--- src/rtl/face_matrix_pkg.sv ---
// Shared types and 8x8 glyph artwork for the face matrix scanner.
// Glyph byte bit 7 is the leftmost column; row 0 is the top row.
package face_matrix_pkg;

  typedef enum logic [1:0] {
    MODE_SMILE = 2'd0,
    MODE_FROWN = 2'd1,
    MODE_WINK  = 2'd2,
    MODE_TEST  = 2'd3
  } mode_e;

  typedef enum logic [1:0] {
    ST_IDLE = 2'd0,
    ST_SCAN = 2'd1,
    ST_DONE = 2'd2
  } state_e;

  localparam int GLYPH_DIM = 8;

  // Row 0 sits in the most significant byte.
  localparam logic [63:0] GLYPH_SMILE    = 64'h0066_6666_0042_2418;
  localparam logic [63:0] GLYPH_FROWN    = 64'h0066_6666_0018_2442;
  localparam logic [63:0] GLYPH_WINK_ODD = 64'h0060_6660_0042_2418;
  localparam logic [63:0] GLYPH_ALL_ON   = 64'hFFFF_FFFF_FFFF_FFFF;

  function automatic logic [7:0] glyph_row(input mode_e m, input logic odd, input logic [2:0] r);
    logic [63:0] g;
    logic [5:0]  base;
    case (m)
      MODE_SMILE: g = GLYPH_SMILE;
      MODE_FROWN: g = GLYPH_FROWN;
      MODE_WINK:  g = odd ? GLYPH_WINK_ODD : GLYPH_SMILE;
      MODE_TEST:  g = GLYPH_ALL_ON;
      default:    g = 64'h0;
    endcase
    base = 6'd63 - {r, 3'b000};
    return g[base -: 8];
  endfunction

endpackage

--- src/rtl/face_glyph_rom.sv ---
// Combinational glyph lookup: maps a matrix row to its column bits, centring
// the 8x8 art on larger matrices and keeping its top-left corner on smaller ones.
module face_glyph_rom
  import face_matrix_pkg::*;
#(
  parameter int ROWS = 8,
  parameter int COLS = 8
) (
  input  mode_e            i_mode,
  input  logic             i_frame_odd,
  input  logic [3:0]       i_row_idx,
  output logic [COLS-1:0]  o_col
);

  localparam int ROW_OFF  = (ROWS > GLYPH_DIM) ? (ROWS - GLYPH_DIM) / 2 : 0;
  localparam int COL_OFF  = (COLS > GLYPH_DIM) ? (COLS - GLYPH_DIM) / 2 : 0;
  localparam int COL_CROP = (COLS < GLYPH_DIM) ? GLYPH_DIM - COLS : 0;

  logic [7:0] w_bits;

  // Select the glyph row, then place its bits into the matrix column space.
  always_comb begin
    int src_row;
    int src_col;
    w_bits  = 8'h00;
    o_col   = '0;
    src_row = int'(i_row_idx) - ROW_OFF;
    if (src_row >= 0 && src_row < GLYPH_DIM) begin
      w_bits = glyph_row(i_mode, i_frame_odd, 3'(src_row));
    end else begin
      w_bits = 8'h00;
    end
    for (int c = 0; c < COLS; c++) begin
      src_col = c - COL_OFF + COL_CROP;
      if (src_col >= 0 && src_col < GLYPH_DIM) begin
        o_col[c] = w_bits[3'(src_col)];
      end else begin
        o_col[c] = 1'b0;
      end
    end
  end

endmodule

--- src/rtl/face_matrix_scanner.sv ---
// Row-scanned LED-matrix face animator: FSM, scan-tick divider, row/frame/beep
// counters and registered matrix, buzzer and done outputs.
module face_matrix_scanner
  import face_matrix_pkg::*;
#(
  parameter int ROWS        = 8,
  parameter int COLS        = 8,
  parameter int SCAN_DIV    = 1,
  parameter int BEEP_DIV    = 11,
  parameter int HOLD_FRAMES = 50
) (
  input  logic            clk,
  input  logic            rst_n,
  input  logic            i_en,
  input  logic [1:0]      i_mode,
  output logic [ROWS-1:0] o_row_n,
  output logic [COLS-1:0] o_col,
  output logic            o_beep,
  output logic            o_done
);

  localparam int DW = (SCAN_DIV > 1) ? $clog2(SCAN_DIV) : 1;
  localparam int BW = (BEEP_DIV > 1) ? $clog2(BEEP_DIV) : 1;
  localparam int FW = $clog2(HOLD_FRAMES + 1);

  state_e          r_state, w_state_next;
  logic [DW-1:0]   r_div;
  logic [BW-1:0]   r_beep_cnt;
  logic [FW-1:0]   r_frame_cnt, w_frame_next;
  logic [3:0]      r_row_idx, w_row_next, w_rom_row;
  mode_e           r_mode_lat, w_rom_mode;
  logic            r_frame_odd, w_rom_odd;
  logic            w_tick, w_wrap;
  logic [ROWS-1:0] r_row_n;
  logic [COLS-1:0] r_col, w_glyph;
  logic            r_beep, r_done;

  // Tick/wrap decode and the glyph address for the row about to be shown.
  always_comb begin
    w_tick       = (r_state != ST_IDLE) && (r_div == DW'(SCAN_DIV - 1));
    w_wrap       = w_tick && (r_row_idx == 4'(ROWS - 1));
    w_frame_next = r_frame_cnt;
    w_row_next   = r_row_idx;
    if (w_wrap && (r_frame_cnt != FW'(HOLD_FRAMES))) begin
      w_frame_next = r_frame_cnt + FW'(1);
    end else begin
      w_frame_next = r_frame_cnt;
    end
    if (w_tick) begin
      w_row_next = w_wrap ? 4'd0 : r_row_idx + 4'd1;
    end else begin
      w_row_next = r_row_idx;
    end
    if (r_state == ST_IDLE) begin
      w_rom_mode = mode_e'(i_mode);
      w_rom_odd  = 1'b0;
      w_rom_row  = 4'd0;
    end else begin
      w_rom_mode = w_wrap ? mode_e'(i_mode) : r_mode_lat;
      w_rom_odd  = w_wrap ? ~r_frame_odd : r_frame_odd;
      w_rom_row  = w_row_next;
    end
  end

  face_glyph_rom #(.ROWS(ROWS), .COLS(COLS)) u_rom (
    .i_mode      (w_rom_mode),
    .i_frame_odd (w_rom_odd),
    .i_row_idx   (w_rom_row),
    .o_col       (w_glyph)
  );

  // Next-state logic; dropping enable always returns to idle.
  always_comb begin
    w_state_next = r_state;
    case (r_state)
      ST_IDLE: w_state_next = i_en ? ST_SCAN : ST_IDLE;
      ST_SCAN: begin
        if (!i_en) begin
          w_state_next = ST_IDLE;
        end else if (w_wrap && (w_frame_next == FW'(HOLD_FRAMES))) begin
          w_state_next = ST_DONE;
        end else begin
          w_state_next = ST_SCAN;
        end
      end
      ST_DONE: w_state_next = i_en ? ST_DONE : ST_IDLE;
      default: w_state_next = ST_IDLE;
    endcase
  end

  // State register.
  always_ff @(posedge clk or negedge rst_n) begin
    if (!rst_n) r_state <= ST_IDLE;
    else        r_state <= w_state_next;
  end

  // Counters, mode latch and registered outputs.
  always_ff @(posedge clk or negedge rst_n) begin
    if (!rst_n) begin
      r_div <= '0; r_beep_cnt <= '0; r_frame_cnt <= '0; r_row_idx <= 4'd0;
      r_mode_lat <= MODE_SMILE; r_frame_odd <= 1'b0;
      r_row_n <= '1; r_col <= '0; r_beep <= 1'b0; r_done <= 1'b0;
    end else if (!i_en) begin
      r_div <= '0; r_beep_cnt <= '0; r_frame_cnt <= '0; r_row_idx <= 4'd0;
      r_mode_lat <= MODE_SMILE; r_frame_odd <= 1'b0;
      r_row_n <= '1; r_col <= '0; r_beep <= 1'b0; r_done <= 1'b0;
    end else if (r_state == ST_IDLE) begin
      r_div <= '0; r_beep_cnt <= '0; r_frame_cnt <= '0; r_row_idx <= 4'd0;
      r_mode_lat <= mode_e'(i_mode); r_frame_odd <= 1'b0;
      r_row_n <= ~{{(ROWS-1){1'b0}}, 1'b1}; r_col <= w_glyph;
      r_beep <= 1'b0; r_done <= 1'b0;
    end else begin
      r_div <= w_tick ? '0 : r_div + DW'(1);
      if (w_tick) begin
        r_row_idx <= w_row_next;
        r_row_n   <= ~({{(ROWS-1){1'b0}}, 1'b1} << w_row_next);
        r_col     <= w_glyph;
      end else begin
        r_row_idx <= r_row_idx;
      end
      if (w_wrap) begin
        r_frame_cnt <= w_frame_next;
        r_mode_lat  <= mode_e'(i_mode);
        r_frame_odd <= ~r_frame_odd;
      end else begin
        r_frame_cnt <= r_frame_cnt;
      end
      // The buzzer only sounds while still counting frames.
      if (w_state_next == ST_DONE) begin
        r_beep     <= 1'b0;
        r_beep_cnt <= '0;
      end else if (w_tick) begin
        if (r_beep_cnt == BW'(BEEP_DIV - 1)) begin
          r_beep     <= ~r_beep;
          r_beep_cnt <= '0;
        end else begin
          r_beep_cnt <= r_beep_cnt + BW'(1);
        end
      end else begin
        r_beep_cnt <= r_beep_cnt;
      end
      r_done <= (w_state_next == ST_DONE);
    end
  end

  assign o_row_n = r_row_n;
  assign o_col   = r_col;
  assign o_beep  = r_beep;
  assign o_done  = r_done;

endmodule
--- config.mk ---
export PLATFORM = sky130hd
export DESIGN_NAME = face_matrix_scanner
export DESIGN_NICKNAME = d
export VERILOG_FILES = /design/src/rtl/face_matrix_pkg.sv /design/src/rtl/face_glyph_rom.sv /design/src/rtl/face_matrix_scanner.sv
export SDC_FILE = /design/constraint.sdc
export NUM_CORES = 1
export LEC_CHECK = 0
export BUFFER_PORTS_ARGS = -buffer_cell sky130_fd_sc_hd__buf_2
export CAP_MARGIN = 20
export CORE_UTILIZATION = 30
export CTS_BUF_LIST = sky130_fd_sc_hd__clkbuf_8
export DETAILED_ROUTE_END_ITERATION = 10
export PLACE_DENSITY = 0.54
export SLEW_MARGIN = 20
export SYNTH_ARGS = -nofsm -noshare
export SYNTH_HDL_FRONTEND = slang
export SYNTH_SLANG_ARGS = --single-unit
--- constraint.sdc ---
create_clock -name clk -period 4.1 [get_ports clk]
set_clock_uncertainty 0.05 [all_clocks]
set_input_delay 0.41 -clock clk [delete_from_list [all_inputs] [get_ports clk]]
set_output_delay 0.41 -clock clk [all_outputs]
set_load 0.03 [all_outputs]
==> flow_summary.html <==
<table>
<tr><th>Metric</th><th>Value</th></tr>
<tr><th colspan="2">Setup path</th></tr>
<tr><td>Largest stage delay on the critical path</td><td>around 0.48 ns</td></tr>
<tr><td>Data arrival time of the worst path</td><td>2.42 ns</td></tr>
<tr><td>Peak fanout along the critical path</td><td>9</td></tr>
<tr><td>Critical path class</td><td>reg2reg</td></tr>
<tr><td>Critical-path cell with the highest stage delay</td><td>dfrtp_1</td></tr>
<tr><td>Cell class contributing the biggest share of worst-path delay</td><td>compound AO/OA/AOI/OAI gates</td></tr>
<tr><td>Cell-by-cell listing of the critical path</td><td>ha_1, and4bb_1, o211ai_1, o21ai_1, nor2_1, a21o_1, o21ai_0</td></tr>
<tr><td>Crit path buf inv count</td><td>0</td></tr>
<tr><td>CP Data Required Time</td><td>roughly 4.3 ns</td></tr>
<tr><td>Startpoint class of the critical path</td><td>flip-flop</td></tr>
<tr><td>Sort of element at the end of the critical path</td><td>flip-flop</td></tr>
<tr><th colspan="2">Final layout</th></tr>
<tr><td>Post-layout instance count excluding filler cells</td><td>~310</td></tr>
<tr><td>Layout cell share with drive strength beyond 1</td><td>0.207</td></tr>
<tr><td>Diode insertion count for antenna repair</td><td>0</td></tr>
<tr><td>Number of nets in the final layout</td><td>roughly 250</td></tr>
<tr><td>Post-route cell area</td><td>about 0.0023 sq mm</td></tr>
<tr><td>Post-synthesis to final-layout area growth</td><td>9.56%</td></tr>
<tr><th colspan="2">Place</th></tr>
<tr><td>Routability congestion estimate</td><td>approximately 0.77</td></tr>
<tr><td>Total placed instance area</td><td>0.00216 sq mm</td></tr>
<tr><td>Placed wire-length estimate after detailed placement</td><td>2.97 mm</td></tr>
<tr><td>Count of port buffers added during placement</td><td>18</td></tr>
<tr><td>Number of cells after detailed placement</td><td>306</td></tr>
<tr><th colspan="2">Synthesis</th></tr>
<tr><td>Share of synthesized area occupied by flip-flops and latches</td><td>0.419</td></tr>
<tr><td>Async set-or-reset flop fraction in the synthesized netlist</td><td>1.00</td></tr>
<tr><td>Parity-gate share of the synthesized area counting xor and xnor cells</td><td>0.0426</td></tr>
<tr><td>Number of instances in the synthesized netlist</td><td>approximately 220</td></tr>
<tr><td>Top area cells in the synthesized netlist</td><td>dfrtp_1, dfstp_2, nand2_1, nor2_1, o21ai_0</td></tr>
<tr><td>Cell type with the largest total area after synthesis</td><td>dfrtp_1</td></tr>
<tr><td>Primary FF master, synth</td><td>dfrtp_1</td></tr>
<tr><td>Area share of the leading cell type in the synthesized netlist</td><td>0.317</td></tr>
<tr><td>Cell area after technology mapping</td><td>roughly 0.0021 sq mm</td></tr>
<tr><td>Compound-Gate Fraction of Synth Area</td><td>0.187</td></tr>
<tr><td>Multiplexer share of the synthesized area</td><td>0.0219</td></tr>
<tr><td>Fraction of the mapped netlist area in adder cells</td><td>0.0305</td></tr>
<tr><td>Count of unique library cells instantiated by Yosys</td><td>57</td></tr>
<tr><td>Top cell types by occurrence after synthesis</td><td>dfrtp_1, nand2_1, nor2_1, o21ai_0</td></tr>
<tr><td>Number of warnings issued by yosys</td><td>0</td></tr>
<tr><td>Simple-gate share of the synthesized area</td><td>0.236</td></tr>
<tr><td>Number of enable flip-flop cells after synthesis</td><td>0</td></tr>
<tr><td>Post-synthesis area per instance</td><td>9.25 sq um</td></tr>
<tr><td>Number of synthesized register bits</td><td>34</td></tr>
<tr><td>Main combinational cell family by area after synthesis</td><td>simple AND/OR/NAND/NOR gates</td></tr>
<tr><th colspan="2">Drt</th></tr>
<tr><td>Total via count after detailed routing</td><td>between 1500 and 2000</td></tr>
<tr><td>Number of design rule violations left after detail routing</td><td>0</td></tr>
<tr><td>WL final</td><td>slightly above 4 mm</td></tr>
<tr><td>DR iter-0 viols</td><td>between 70 and 80</td></tr>
<tr><td>Total routed wire length on the met1 layer</td><td>about 2.2 mm</td></tr>
<tr><td>Wirelength per Cell</td><td>13.2 microns</td></tr>
<tr><td>DRT antenna net count</td><td>0</td></tr>
<tr><td>Uppermost layer routed</td><td>met4</td></tr>
<tr><td>Vias/cell</td><td>slightly below 5</td></tr>
<tr><td>Met3 wirelength from detailed routing</td><td>between 100 and 150 microns</td></tr>
<tr><td>Routed length on met2</td><td>1.78 mm</td></tr>
<tr><td>Initial DRT Pass Iterations</td><td>4</td></tr>
<tr><th colspan="2">STA</th></tr>
<tr><td>Post-layout min period</td><td>around 2.3 ns</td></tr>
<tr><td>Final number of max-transition violations</td><td>0</td></tr>
<tr><td>Fmax achieved</td><td>about 440 MHz</td></tr>
<tr><td>Number of failing hold endpoints at the final stage</td><td>0</td></tr>
<tr><td>Unrepaired setup endpoints after global routing</td><td>no</td></tr>
<tr><td>Final total negative setup slack</td><td>0 ns</td></tr>
<tr><td>Transition time at the pin with the least slew margin</td><td>0.775 ns</td></tr>
<tr><td>Post-route clock period utilization</td><td>0.553</td></tr>
<tr><td>Final setup violation count</td><td>0</td></tr>
<tr><td>Worst slew margin relative to its limit</td><td>0.483</td></tr>
<tr><th colspan="2">Outcome</th></tr>
<tr><td>Status</td><td>complete, no violations</td></tr>
<tr><th colspan="2">Global routing</th></tr>
<tr><td>Number of antenna violations at the first check in global routing</td><td>0</td></tr>
<tr><td>Pin count of the biggest net entering global routing</td><td>35</td></tr>
<tr><td>Aggregate global-route resource usage</td><td>0.127</td></tr>
<tr><td>Leftover overflow at the end of global routing</td><td>0</td></tr>
<tr><td>Number of global-route vias before repair</td><td>about 1500</td></tr>
<tr><td>Wire length of the first global-routing pass</td><td>just over 7 mm</td></tr>
<tr><th colspan="2">Floorplan</th></tr>
<tr><td>Number of cell rows</td><td>29</td></tr>
<tr><td>Placeable core region</td><td>~0.0065 sq mm</td></tr>
<tr><td>Die outline width</td><td>84.8 microns</td></tr>
<tr><td>Initial Utilization</td><td>0.316</td></tr>
<tr><td>DIE HEIGHT</td><td>84.8 microns</td></tr>
<tr><td>Die area</td><td>0.00718 sq mm</td></tr>
<tr><td>Ports placed on the boundary</td><td>23</td></tr>
<tr><th colspan="2">CTS</th></tr>
<tr><td>Clock sink count</td><td>34</td></tr>
<tr><td>Number of CTS-inserted buffers</td><td>5</td></tr>
<tr><td>Setup bufs post-CTS</td><td>0</td></tr>
<tr><td># hold bufs at CTS</td><td>0</td></tr>
<tr><td>Root buffer cell</td><td>clkbuf_8</td></tr>
<tr><td>H-Tree Depth</td><td>2</td></tr>
<tr><td>Number of gates given a new drive strength after cts</td><td>0</td></tr>
<tr><td>CTS tree</td><td>yes</td></tr>
<tr><td>CTS clock-pin slew for the worst setup and hold paths</td><td>0.07 ns</td></tr>
<tr><td>Skew-Pair Late Insertion Delay</td><td>about 0.28 ns</td></tr>
<tr><td>CTS max path bufs</td><td>2</td></tr>
<tr><th colspan="2">Pwr</th></tr>
<tr><td>Total power density per cell area</td><td>~300 mW/mm^2</td></tr>
<tr><td>Clock group share of total power</td><td>0.374</td></tr>
<tr><td>Fraction of power consumed by sequential logic</td><td>0.526</td></tr>
<tr><td>NetSw</td><td>171 uW</td></tr>
<tr><td>Leak</td><td>0.934 nW</td></tr>
<tr><td>Net switching share of the total power</td><td>0.256</td></tr>
<tr><td>Highest ir drop seen on vdd</td><td>0.112 mV</td></tr>
<tr><td>Internal power of the cells</td><td>496 uW</td></tr>
<tr><td>Proportion of power drawn by combinational gates</td><td>0.100</td></tr>
<tr><th colspan="2">Run</th></tr>
<tr><td>Max-cap violation count</td><td>0</td></tr>
<tr><th colspan="2">Min path</th></tr>
<tr><td>Tightest Hold Check Type</td><td>in2async</td></tr>
</table>
==> logic make-up after synthesis <==
group / after synthesis
simple gates: 91
compound gates: 54
flops: 34
buf+inv: 23
xor+xnor: 10
fa+ha+maj: 5
mux: 4
other cells: 1
==> path summary, 6_finish.rpt <==
path	from	to	slack, ns	depth (start not counted)
worst max-delay path	r_row_idx[0]	o_col[1]	1.83	7
worst min-delay path	rst_n	r_row_idx[1]	0.16	1
worst max register to register	r_row_idx[0]	o_col[1]	1.83	7
worst min register to register	o_col[3]	o_col[3]	0.43	2
max in group asynchronous	rst_n	r_state[0]	3.35	1
min in group clk	i_mode[0]	r_mode_lat[0]	0.34	3
==> registers in the layout, indices dropped and copies added (netlist names) <==
signal and cells:
r_frame_odd 1, r_beep_cnt 4, o_done 1, r_row_idx 4, r_state 2, o_col 4, r_div 1, r_mode_lat 2
o_beep 1, o_row_n 8, r_frame_cnt 6
==> through the flow <==
stage | power, mW | worst slack [ns] | util | hold WS [ns]
after floorplan | 0.407 | 2.18 | - | 0.0644
after global placement | 0.424 | 1.93 | 0.332 | 0.418
after detailed placement | 0.425 | 1.86 | 0.332 | 0.416
after CTS | 0.678 | 1.84 | 0.347 | 0.188
after global routing | 0.701 | 1.65 | 0.347 | 0.216
final | 0.667 | 1.83 | 0.347 | 0.158
==> placed cells by master (no fill, tap or decap), types with 3 or more instances in the layout <==
master	instances
xor2_1	5
nor3_1	7
o21ai_0	14
nand3_1	7
buf_2	18
conb_1	5
dfstp_2	8
inv_1	9
a211oi_1	4
mux2i_1	3
a21oi_1	8
nor2_2	3
dfrtp_1	26
xnor2_1	5
a31oi_1	5
nor2_1	24
nand2_1	26
clkbuf_8	6
ha_1	5
==> worst register-to-register path: cells and delay by family, from the launching register on <==
family / cells / cell delay, ns
AOI/OAI and AO/OA: 4 / 0.74
and+or+nand+nor: 2 / 0.56
DFF: 1 / 0.48
adders and majority gates: 1 / 0.37
==> power groups by stage <==
stage / Sequential [mW] / Clock, mW / Combinational, mW
6_report: 0.351 / 0.249 / 0.0667
5_1_grt: 0.352 / 0.274 / 0.0750
4_1_cts: 0.351 / 0.259 / 0.0680
3_5_place_dp: 0.357 / 0 / 0.0678
3_3_place_gp: 0.357 / 0 / 0.0676
2_1_floorplan: 0.361 / 0 / 0.0455
==> layer usage <==
layer	up-vias	track usage
met5	-	0
met3	4	0.0305
met1	706	0.177
met4	0	0.0508
met2	24	0.189
li1	795	-
==> area by class of cell <==
| class | count | area, sq um |
|---|---|---|
| tap | 77 | 96.3 |
| inverter | 8 | 30.0 |
| clock inverter | 2 | 8.76 |
| multi-input combinational | 169 | 1080 |
| sequential | 34 | 861 |
| clock buffer | 6 | 82.6 |
| fill | 680 | 4240 |
| timing repair buffer | 18 | 90.1 |
(Power assumes the default switching activity.)
